## src/rtl/main_fsm_pkg.sv

```systemverilog
// Shared control definitions for the multicycle main FSM: state encodings,
// datapath select codes and ALU cmd constants.
package main_fsm_pkg;

  typedef enum logic [3:0] {
    S_FETCH    = 4'd0,
    S_DECODE   = 4'd1,
    S_MEMADR   = 4'd2,
    S_MEMREAD  = 4'd3,
    S_MEMWB    = 4'd4,
    S_MEMWRITE = 4'd5,
    S_EXECR    = 4'd6,
    S_EXECI    = 4'd7,
    S_MULEX    = 4'd8,
    S_ALUWB    = 4'd9,
    S_BRANCH   = 4'd10
  } state_e;

  localparam logic [1:0] OP_DP  = 2'b00;
  localparam logic [1:0] OP_MEM = 2'b01;
  localparam logic [1:0] OP_BR  = 2'b10;

  localparam logic [1:0] SRCA_REG = 2'd0;
  localparam logic [1:0] SRCA_PC  = 2'd1;

  localparam logic [1:0] SRCB_REG  = 2'd0;
  localparam logic [1:0] SRCB_IMM  = 2'd1;
  localparam logic [1:0] SRCB_FOUR = 2'd2;

  localparam logic [1:0] RES_ALUOUT = 2'd0;
  localparam logic [1:0] RES_MEM    = 2'd1;
  localparam logic [1:0] RES_ALU    = 2'd2;

  localparam logic [3:0] CMD_ADD = 4'b0100;
  localparam logic [3:0] CMD_SUB = 4'b0010;
  localparam logic [3:0] CMD_CMP = 4'b1010;
  localparam logic [3:0] CMD_CMN = 4'b1011;

  // Commands whose carry/overflow flags are meaningful.
  function automatic logic is_arith(input logic [3:0] cmd);
    return (cmd == CMD_ADD) || (cmd == CMD_SUB) || (cmd == CMD_CMP) || (cmd == CMD_CMN);
  endfunction

  function automatic logic is_cmp(input logic [3:0] cmd);
    return (cmd == CMD_CMP) || (cmd == CMD_CMN);
  endfunction

endpackage

```

## src/rtl/main_fsm_outdec.sv

```systemverilog
// Combinational state-to-output decode for main_fsm; all outputs forced to 0 when out_en is low.
// The MULEX decode exists only when MUL_SEQ_EN is defined.
module fsm_outdec
  import main_fsm_pkg::*;
(
  input  logic       out_en,
  input  logic [3:0] state,
  input  logic       mem_ready,
  input  logic       cond_ex,
  input  logic [5:0] funct,
  input  logic [3:0] rd,
  input  logic       mul_first,
  output logic       ir_write,
  output logic       pc_write,
  output logic       reg_write,
  output logic       mem_write,
  output logic       adr_src,
  output logic [1:0] alu_src_a,
  output logic [1:0] alu_src_b,
  output logic [1:0] result_src,
  output logic       alu_op,
  output logic       mul_start,
  output logic [1:0] flag_write
);

  logic [3:0] cmd;
  logic       set_flags;
  assign cmd       = funct[4:1];
  assign set_flags = funct[0] & cond_ex;

`ifndef MUL_SEQ_EN
  logic unused_mul_first;
  assign unused_mul_first = mul_first;
`endif

  always_comb begin
    ir_write   = 1'b0;
    pc_write   = 1'b0;
    reg_write  = 1'b0;
    mem_write  = 1'b0;
    adr_src    = 1'b0;
    alu_src_a  = SRCA_REG;
    alu_src_b  = SRCB_REG;
    result_src = RES_ALUOUT;
    alu_op     = 1'b0;
    mul_start  = 1'b0;
    flag_write = 2'b00;
    if (out_en) begin
      case (state_e'(state))
        S_FETCH: begin
          alu_src_a  = SRCA_PC;
          alu_src_b  = SRCB_FOUR;
          result_src = RES_ALU;
          ir_write   = mem_ready;
          pc_write   = mem_ready;
        end
        S_DECODE: begin
          alu_src_a  = SRCA_PC;
          alu_src_b  = SRCB_FOUR;
          result_src = RES_ALU;
        end
        S_EXECR, S_EXECI: begin
          alu_src_b  = (state_e'(state) == S_EXECI) ? SRCB_IMM : SRCB_REG;
          alu_op     = 1'b1;
          flag_write = {set_flags, set_flags & is_arith(cmd)};
        end
        S_ALUWB: begin
          reg_write = cond_ex & ~is_cmp(cmd);
          pc_write  = cond_ex & ~is_cmp(cmd) & (rd == 4'd15);
        end
        S_MEMADR: alu_src_b = SRCB_IMM;
        S_MEMREAD: adr_src = 1'b1;
        S_MEMWB: begin
          result_src = RES_MEM;
          reg_write  = cond_ex;
          pc_write   = cond_ex & (rd == 4'd15);
        end
        S_MEMWRITE: begin
          adr_src   = 1'b1;
          mem_write = cond_ex;
        end
        S_BRANCH: begin
          alu_src_b  = SRCB_IMM;
          result_src = RES_ALU;
          pc_write   = cond_ex;
        end
`ifdef MUL_SEQ_EN
        S_MULEX: mul_start = mul_first;
`endif
        default: ;
      endcase
    end
  end

endmodule

```

## src/rtl/main_fsm.sv

```systemverilog
// Multicycle processor main control FSM; next-state logic and multiply counter live here.
// Optional multi-cycle multiply sequencing is enabled by defining MUL_SEQ_EN.
module main_fsm
  import main_fsm_pkg::*;
#(
  parameter int MUL_CYCLES = 4
) (
  input  logic       clk,
  input  logic       reset,
  input  logic [1:0] Op,
  input  logic [5:0] Funct,
  input  logic [3:0] Rd,
  input  logic       IsMul,
  input  logic       CondEx,
  input  logic       MemReady,
  output logic       IRWrite,
  output logic       PCWrite,
  output logic       RegWrite,
  output logic       MemWrite,
  output logic       AdrSrc,
  output logic [1:0] ALUSrcA,
  output logic [1:0] ALUSrcB,
  output logic [1:0] ResultSrc,
  output logic       ALUOp,
  output logic       MulStart,
  output logic [1:0] FlagWrite,
  output logic [3:0] State
);

  state_e state_q, state_d;
  logic   mul_first;

  always_ff @(posedge clk or negedge reset) begin
    if (!reset) state_q <= S_FETCH;
    else        state_q <= state_d;
  end

`ifdef MUL_SEQ_EN
  localparam logic [3:0] MUL_LOAD = 4'(MUL_CYCLES - 1);
  logic [3:0] cnt_q, cnt_d;

  always_ff @(posedge clk or negedge reset) begin
    if (!reset) cnt_q <= 4'd0;
    else        cnt_q <= cnt_d;
  end

  // The load value is only ever seen on the first MULEX cycle.
  assign mul_first = (state_q == S_MULEX) && (cnt_q == MUL_LOAD);
`else
  logic unused_is_mul;
  assign unused_is_mul = IsMul;
  assign mul_first     = 1'b0;
`endif

  always_comb begin
    state_d = state_q;
`ifdef MUL_SEQ_EN
    cnt_d = cnt_q;
`endif
    case (state_q)
      S_FETCH:  if (MemReady) state_d = S_DECODE;
      S_DECODE: begin
        case (Op)
          OP_MEM: state_d = S_MEMADR;
          OP_DP: begin
`ifdef MUL_SEQ_EN
            if (IsMul) begin
              state_d = S_MULEX;
              cnt_d   = MUL_LOAD;
            end else
`endif
            if (Funct[5]) state_d = S_EXECI;
            else          state_d = S_EXECR;
          end
          OP_BR:   state_d = S_BRANCH;
          default: state_d = S_FETCH;
        endcase
      end
      S_EXECR, S_EXECI: state_d = S_ALUWB;
      S_ALUWB:          state_d = S_FETCH;
      S_MEMADR:         state_d = Funct[0] ? S_MEMREAD : S_MEMWRITE;
      S_MEMREAD:        if (MemReady) state_d = S_MEMWB;
      S_MEMWB:          state_d = S_FETCH;
      // A store that fails its condition has nothing to wait for.
      S_MEMWRITE:       if (MemReady || !CondEx) state_d = S_FETCH;
      S_BRANCH:         state_d = S_FETCH;
`ifdef MUL_SEQ_EN
      S_MULEX: begin
        if (cnt_q == 4'd0) state_d = S_ALUWB;
        else               cnt_d   = cnt_q - 4'd1;
      end
`endif
      default: state_d = S_FETCH;
    endcase
  end

  assign State = state_q;

  fsm_outdec u_outdec (
    .out_en     (reset),
    .state      (state_q),
    .mem_ready  (MemReady),
    .cond_ex    (CondEx),
    .funct      (Funct),
    .rd         (Rd),
    .mul_first  (mul_first),
    .ir_write   (IRWrite),
    .pc_write   (PCWrite),
    .reg_write  (RegWrite),
    .mem_write  (MemWrite),
    .adr_src    (AdrSrc),
    .alu_src_a  (ALUSrcA),
    .alu_src_b  (ALUSrcB),
    .result_src (ResultSrc),
    .alu_op     (ALUOp),
    .mul_start  (MulStart),
    .flag_write (FlagWrite)
  );

endmodule

```

## config.mk

```make
export PLATFORM = sky130hd
export DESIGN_NAME = main_fsm
export DESIGN_NICKNAME = d
export VERILOG_FILES = /design/src/rtl/main_fsm_pkg.sv /design/src/rtl/main_fsm_outdec.sv /design/src/rtl/main_fsm.sv
export SDC_FILE = /design/constraint.sdc
export NUM_CORES = 1
export LEC_CHECK = 0
export BUFFER_PORTS_ARGS = -buffer_cell sky130_fd_sc_hd__buf_4
export CAP_MARGIN = 20
export CORE_AREA = 4 4 41 43
export DETAILED_ROUTE_END_ITERATION = 7
export DIE_AREA = 0 0 45 47
export PLACE_DENSITY = 0.76
export SYNTH_ARGS = -nofsm -noshare
export SYNTH_HDL_FRONTEND = slang
export SYNTH_SLANG_ARGS = --single-unit
```

## constraint.sdc

```tcl
create_clock -name clk -period 3.45 [get_ports clk]
set_clock_uncertainty 0.05 [all_clocks]
set_input_delay 0.345 -clock clk [delete_from_list [all_inputs] [get_ports clk]]
set_output_delay 0.345 -clock clk [all_outputs]
set_load 0.05 [all_outputs]
```

==> results.md, run 1 <==
- The worst hold path belongs to the class primary input to flip-flop.
- The number of global-route vias before repair is between 500 and 600.
- The number of vias per cell is 5.37.
- The number of flip-flops and latches in the synthesized netlist is 4.
- The post-synthesis cell area is between 500 and 600 um^2.
- The endpoint required time on the critical path is between 3 and 4 ns.
- The count of boundary I/O pins is 36.
- The antenna diode count is 0.
- The final weighted congestion of routability-driven global placement is roughly 0.75.
- The number of antenna violations at the first check in global routing is 0.
- Setup repair after global routing left no endpoint under its margin.
- The flow ran to the end, and the final reports show no timing, DRC or antenna violations.
- The depth of the CTS H-tree is 1.
- The total of hold buffers inserted after clock tree synthesis is 1.
- Clock tree synthesis inserted a total of 3 buffers.
- The fraction of final layout cells sized beyond drive strength 1 is 41.6%.
- The worst pin sits at a relative slew slack of 55.2%.
- The post-cts sizing count is 0.
- The detailed router finished its first iteration with 5 violations.
- The area of the multi-input gates is slightly below 400 um^2.
- The kind of end point of the critical path is a primary output.
- The floorplan step defined a die boundary enclosing around 2100 um^2.
- The layout has roughly 130 filler cells.
- The post-route setup TNS is 0 ns.
- Once the floorplan was initialized, standard cells occupied between 40% and 50% of the core.
- The die is between 40 and 50 um tall.
- Once the clock tree was built, the setup fixing pass inserted 0 buffers.
- Max-cap violations in this run came to 0.
- Clock tree synthesis found a total of 4 sinks.
- The total power consumption of the routed design is between 600 and 700 uW.
- The remaining global-route overflow is 0.
- The worst-case IR drop observed on VDD is roughly 0.28 mV.
- The CTS tree is yes.
- The mean area per synthesized cell is 7.63 um^2.
- The register with the most flip-flops in the layout has 4 of them.
- The worst endpoint data arrival time is ~1.8 ns.
- The number of endpoints with negative hold slack in the final report is 0.
- The sequential fraction of the synthesis area is approximately 18%.
- In this run the horizontal extent of the chip is ~45 um.
- The remaining antenna violation count after routing is 0.
- The detailed router placed just over 600 vias in this run.
- The worst path uses around 64% of the clock period.
- The analysis attributes to cell leakage a power of ~0.36 nW.
- Setup slack on the worst reg-to-reg path comes out at ~1.9 ns.
- For this run, the top clock speed supported by timing is 451 MHz.
- Counting every instance in the synthesized netlist gives 73.
- At the pin with the least slew margin, the transition time is between 0.6 and 0.7 ns.
- The warning count from the yosys run is 0.
- The largest net degree at the start of global routing is 24.
- The HPWL after detailed placement is between 1 and 1.5 mm.
- The first global-routing pass estimated roughly 2.2 mm of wire.
- Measured on the finished design, the core utilization comes to 60.6%.
- The number of core rows is 13.
- In the routed design, unresolved DRC markers number 0.
- From synthesis to final layout, the design area changed by 41.6%.
- Registers take ~100 um^2.
- The count of flip-flops with a built-in enable after synthesis is 0.
- The worst-skew pair later-pin latency is about 0.22 ns.
- The largest fanout on the critical path is 18.
- The final count of pins violating max slew came to 0.
- The time the worst path needs with I/O delays and setup is around 2.2 ns.
- The average detailed-routed wire length per instance is between 10 and 15 um.
- The most used flip-flop cell after synthesis is dfrtp_1.
- Leaving out fill and tap cells, the most frequent cells in the layout are 32 x buf_4, 8 x nand2_1, 7 x nor3_1.
- The setup-violating endpoint count in the final report is 0.
- STA classifies the critical path startpoint as a flip-flop.
- The unique cell type count in the Yosys netlist is 35.
- The final-stage net count is 120.
- The library cell used as clock root buffer is clkbuf_4.
- After synthesis, the share of flip-flops with an asynchronous set or reset is between 90% and 100%.
- The floorplan core area is ~1300 um^2.
- The total global-route track usage is 13.7%.
- The critical path class is flip-flop to primary output.
- The total length of routed wires is ~1.4 mm.
- Dividing total power by cell area gives a power density of between 800 and 900 nW/um^2.
- The most common cell after layout, fill and taps aside is buf_4.
- The detailed-router iteration count before antenna repair is 4.
- The clock-pin slew on the worst setup and hold paths is around 0.040 ns.
- The quantity of I/O buffers inserted on ports is 32.
- The maximum clock path buffer count is 2.
layout make-up:
type	count	share of cell area (%)
Timing Repair Buffer	33	31.7
Sequential cell	4	12.7
Inverter	2	0.952
Multi-Input combinational cell	59	49.4
Clock buffer	3	2.86
Tap cell	15	2.38
synth_stat cells, drive strengths merged (2+ instances only):
| library cell | n | area, um^2 |
|---|---|---|
| inv | 2 | 7.50 |
| o21ai | 3 | 15.0 |
| a21oi | 3 | 15.0 |
| nor2 | 5 | 18.8 |
| nand2b | 3 | 26.3 |
| nor4 | 2 | 18.8 |
| buf | 9 | 70.1 |
| nand2 | 8 | 30.0 |
| and3b | 2 | 17.5 |
| nor4b | 3 | 32.5 |
| a31oi | 3 | 18.8 |
| dfrtp | 4 | 100 |
| nor3b | 2 | 15.0 |
| nor3 | 7 | 35.0 |
| nand3b | 3 | 22.5 |
final timing paths:
kind,startpoint,to,cells after the start
max in group asynchronous,reset,State[3]$_DFFE_PN0P_,2
hold / removal,Op[1],State[3]$_DFFE_PN0P_,3
setup / recovery,State[2]$_DFFE_PN0P_,PCWrite,5
min in group asynchronous,reset,State[1]$_DFFE_PN0P_,2
setup reg to reg,State[1]$_DFFE_PN0P_,State[2]$_DFFE_PN0P_,4
hold reg to reg,State[3]$_DFFE_PN0P_,State[3]$_DFFE_PN0P_,1
report_power, final:
| group | switching [mW] | total (mW) | internal, mW |
|---|---|---|---|
| logic | 0.267 | 0.438 | 0.171 |
| clock network | 0.0153 | 0.0539 | 0.0386 |
| registers | 0.0946 | 0.160 | 0.0650 |
stage by stage:
stage | std cells | hold WS [ns] | instance area, um^2 | setup WS, ns
final | 116 | 0.374 | 788 | 1.23
after detailed placement | 112 | 0.116 | 756 | 1.47
after global routing | 116 | 0.380 | 788 | 1.09
after CTS | 116 | 0.369 | 788 | 1.23
after floorplan | 74 | -0.000591 | 567 | 0.0803
after global placement | 112 | 0.114 | 756 | 1.48
per-layer routing:
| metal | vias up | part of all wire (%) | global-route usage (%) |
|---|---|---|---|
| met4 | 0 | 0 | 3.51 |
| met1 | 281 | 42 | 17.2 |
| met2 | 22 | 52 | 25.1 |
| met3 | 0 | 6.8 | 1.15 |
| met5 | - | 0 | 0 |
| li1 | 320 | - | - |
worst max-delay path, cell delays in order, from the launching register on:
cell and delay (ns):
dfrtp_1 0.72, and3b_1 0.26, a2bb2oi_2 0.13, nor3_1 0.06, o22a_1 0.23, buf_4 0.18
cell families after synthesis:
logic type	synth area share, %
simple gates	47.6
compound gates	16.2
buf+inv	13.9
flops	18.0
xor+xnor	1.57
mux	2.02
other cells	0.674
Power figures use the tool's default switching activity.
==> run 2, diff against run 1 <==
- ABC_AREA: unset -> 1
- PLACE_DENSITY: 0.76 -> 0.72
- clock period: 3.45 -> 2.05 ns (I/O delays scaled with it)
==> run 2 against run 1 <==
Compared with the run above:
- sequential share of layout area decreased by 0.20 points
- register-to-register slack worse by 1.2 ns
- worst hold slack got worse by 0.21 ns
- critical path depth up 2
- first-iteration DRC count increased to 2.8 times the previous value
- synthesized cell count rose by 22%
- die area unchanged
- clock power is 110% higher
- global-route usage increased by 2.7 points
- combinational power is 71% higher
- cell count up 20%
- critical path type is now primary input to primary output
==> results.md, run 2 <==
- The most common cell after layout, fill and taps aside is buf_4.
- The number of flip-flops in the largest register is 4.
- The cell with the most instances after synthesis is nand2_1.
- In the final layout, the share of cells above drive strength 1 is 42.7%.
- The tree built by TritonCTS fans out to 4 sinks.
- Derived from the worst setup path, the maximum achievable clock frequency is ~530 MHz.
- Data arrives at the worst endpoint at 1.64 ns.
- Combinational logic is responsible for 72.2% of the overall power.
- The largest fanout on the critical path is 7.
- The switching power summed over all nets is roughly 620 uW.
- The number of endpoints with negative hold slack in the final report is 0.
- The worst path uses just over 90% of the clock period.
- The worst setup path is captured at a primary output.
- The vertical extent of the die is between 40 and 50 um.
- The mean area per synthesized cell is roughly 5.7 um^2.
- In this run switching power makes up roughly three fifths of total power.
- The overall via count from detail_route is 653.
- The share of the synthesized area in the top cell type is 20.9%.
- The critical path class is primary input to primary output.
- Sorting the synthesized cells by area gives the leading types as nand2_1 21%, dfrtp_1 20%, inv_1 9.7%.
- The remaining antenna violation count after routing is 0.
- The startpoint type of the worst setup path is a primary input.
- In this run the cell area of the synthesized design comes to about 500 um^2.
- In the layout the commonest cells are 32 x buf_4, 27 x nand2_1, 13 x inv_1.
- After clock tree synthesis, the flow added hold-fix buffers numbering 1.
- After detailed routing, the total wire length is around 1.5 mm.
- The number of cells produced by synthesis is 89.
- The number of antenna violations at the first check in global routing is 0.
- From left edge to right edge, the die measures approximately 45 um.
- The share of the Yosys chip area taken by registers is approximately a fifth.
- The power per cell area is 1250 nW/um^2.
- The final weighted congestion of routability-driven global placement is a little under 0.9.
- After synthesis, the most frequently instantiated cells are 28 x nand2_1, 13 x inv_1, 11 x nor2_1, 7 x nand3_1.
- The combined flip-flop and latch cell area is 104 um^2.
- The wire length of the first global-routing pass is approximately 2.5 mm.
- The initial utilization of the core area, before any placement, comes to about two fifths.
- The number of design rule violations left after detail routing is 0.
- The largest net degree at the start of global routing is 8.
- The total overflow left after global routing is 0.
- The post-route setup TNS is 0 ns.
- The average detailed-routed wire length per instance is ~11 um.
- After clock tree synthesis, the clock-pin slew on the worst setup and hold paths is approximately 0.040 ns.
- After synthesis, the netlist uses 19 different library cells.
- The count of flip-flops with a built-in enable after synthesis is 0.
- The time the worst path needs with I/O delays and setup is between 1.5 and 2 ns.
- Setup repair after global routing left no endpoint under its margin.
- The count of boundary I/O pins is 36.
- The leakage component of the power is between 0.4 and 0.5 nW.
- The warning count from the yosys run is 0.
- The number of violations reported at the end of detailed-routing iteration 0 is 14.
- The path class of the tightest hold or removal check is primary input to flip-flop.
- The final count of pins violating max slew is 0.
- The count of buffers added by post-CTS timing repair for setup is 0.
- The total power consumption of the routed design is 1.04 mW.
- Fill cells in the final layout number roughly 120.
- The HPWL after detailed placement is 1.27 mm.
- The net count of the finished layout is 142.
- Of all flip-flops after synthesis, the portion carrying an async set or reset was 100%.
- Leaving out filler cells and counting taps, the final layout contains 139.
- The cell with the largest stage delay on the worst path is dlygate4sd3_1.
- For the worst-skew pair, the clock arrives at the later sink with an insertion delay of between 0.2 and 0.3 ns.
- The dominant cell type by count on the critical path is buf_4.
- The number of global-route vias before repair came to about 600.
- The synthesis-to-finish area growth is 65.2%.
- Walking the worst path, the cells encountered are dlygate4sd3_1 -> buf_4 -> inv_1 -> nor2_4 -> nor2_1 -> a21oi_4 -> buf_4.
- Summing all multi-input logic gate instances after layout gives between 300 and 400 um^2.
- The internal portion of the total power is between 400 and 500 uW.
- The number of gates resized after CTS was 0.
- Clock tree synthesis inserted a total of 3 buffers.
- The floorplan step defined a die boundary enclosing roughly 2100 um^2.
- The proportion of power drawn by flip-flops and latches is 16.8%.
- The primary flip-flop cell chosen by synthesis mapping is dfrtp_1.
- The flow ran to the end, and the final reports show no timing, DRC or antenna violations.
- The number of core rows is 13.
- The fraction of power consumed by the clock network is between 10 and 15%.
- The detailed-router iteration count before antenna repair is 4.
- Using the TritonRoute via totals, the vias-per-cell ratio works out to roughly 4.7.
- For this run, the slowest stage of the critical path takes about 0.54 ns.
- The cell count after placement is between 100 and 150.
- The maximum clock path buffer count is 2.
- nand2_1 takes more of the synthesized area than any other cell.
- CTS built an H-tree with a depth of 1.
- The CTS tree is yes.
- The antenna diode count is 0.
- The worst IR drop on VDD is about 0.81 mV.
- In the global route stage, overall resource usage came out at ~16%.
- Setup violations remaining at the end of the flow were counted as 0.
- Input and output buffers added on the ports amount to 32.
- CTS placed an instance of clkbuf_4 at the clock tree root.
- STA puts the critical path data required time at between 1.5 and 2 ns.
- The number of maximum-capacitance violations is 0.
- The number of flip-flops and latches in the synthesized netlist is 4.
- The floorplan core area is roughly 1300 um^2.
-- run 2: stage by stage --
step / cell area, um^2 / util [%] / setup slack (ns) / hold slack (ns)
finish: 831 / 63.8 / 0.154 / 0.159
global route: 831 / 63.8 / 0.0725 / 0.168
CTS: 831 / 63.8 / 0.143 / 0.157
detailed placement: 795 / 61.1 / 0.509 / -0.0392
global placement: 795 / 61.1 / 0.519 / -0.0397
floorplan: 558 / - / 0.0134 / -0.141
-- run 2: final cells by class --
type	instances	share of cell area (%)
multi-input cells	68	45.2
well taps	15	2.26
repair buffers	33	30.1
flip-flops and latches	4	12.5
clock buffers	4	3.16
inverters	15	6.78
-- run 2: worst paths after layout --
check / cells past startpoint / from / slack (ns) / end
setup / recovery: 7 / reset / 0.15 / PCWrite
hold / removal: 3 / Op[1] / 0.16 / State[3]$_DFFE_PN0P_
setup reg to reg: 7 / State[3]$_DFFE_PN0P_ / 0.73 / State[0]$_DFFE_PN0P_
hold reg to reg: 2 / State[1]$_DFFE_PN0P_ / 0.65 / State[3]$_DFFE_PN0P_
max in group asynchronous: 2 / reset / 1.57 / State[2]$_DFFE_PN0P_
min in group asynchronous: 2 / reset / 0.25 / State[1]$_DFFE_PN0P_
-- run 2: worst max-delay path, delay by kind of cell --
family          cells  cell delay [ns]
simple gates        2             0.24
compound gates      1             0.04
buf+inv             4             1.16
-- run 2: logic make-up (layout without fill, tap and decap cells) --
family	Yosys count	count (layout)	share of synthesized area [%]
simple gates	56	56	52.2
buf+inv	18	52	15.7
compound gates	10	10	11.4
flops	4	4	19.9
other cells	1	2	0.746
-- run 2: per-layer routing --
| layer | vias up | track usage [%] | routed length [um] |
|---|---|---|---|
| met5 | - | 0 | 0 |
| met4 | 0 | 7.02 | 22 |
| met3 | 3 | 4.98 | 186 |
| met2 | 32 | 30.2 | 721 |
| met1 | 275 | 17.3 | 552 |
| li1 | 343 | - | - |
-- run 2: power by group through the flow --
| stage | Clock, mW | Sequential (mW) | Combinational (mW) |
|---|---|---|---|
| detailed placement | 0 | 0.176 | 0.750 |
| CTS | 0.115 | 0.176 | 0.755 |
| global route | 0.133 | 0.181 | 0.812 |
| floorplan | 0 | 0.267 | 0.467 |
| global placement | 0 | 0.175 | 0.742 |
| finish | 0.113 | 0.175 | 0.750 |
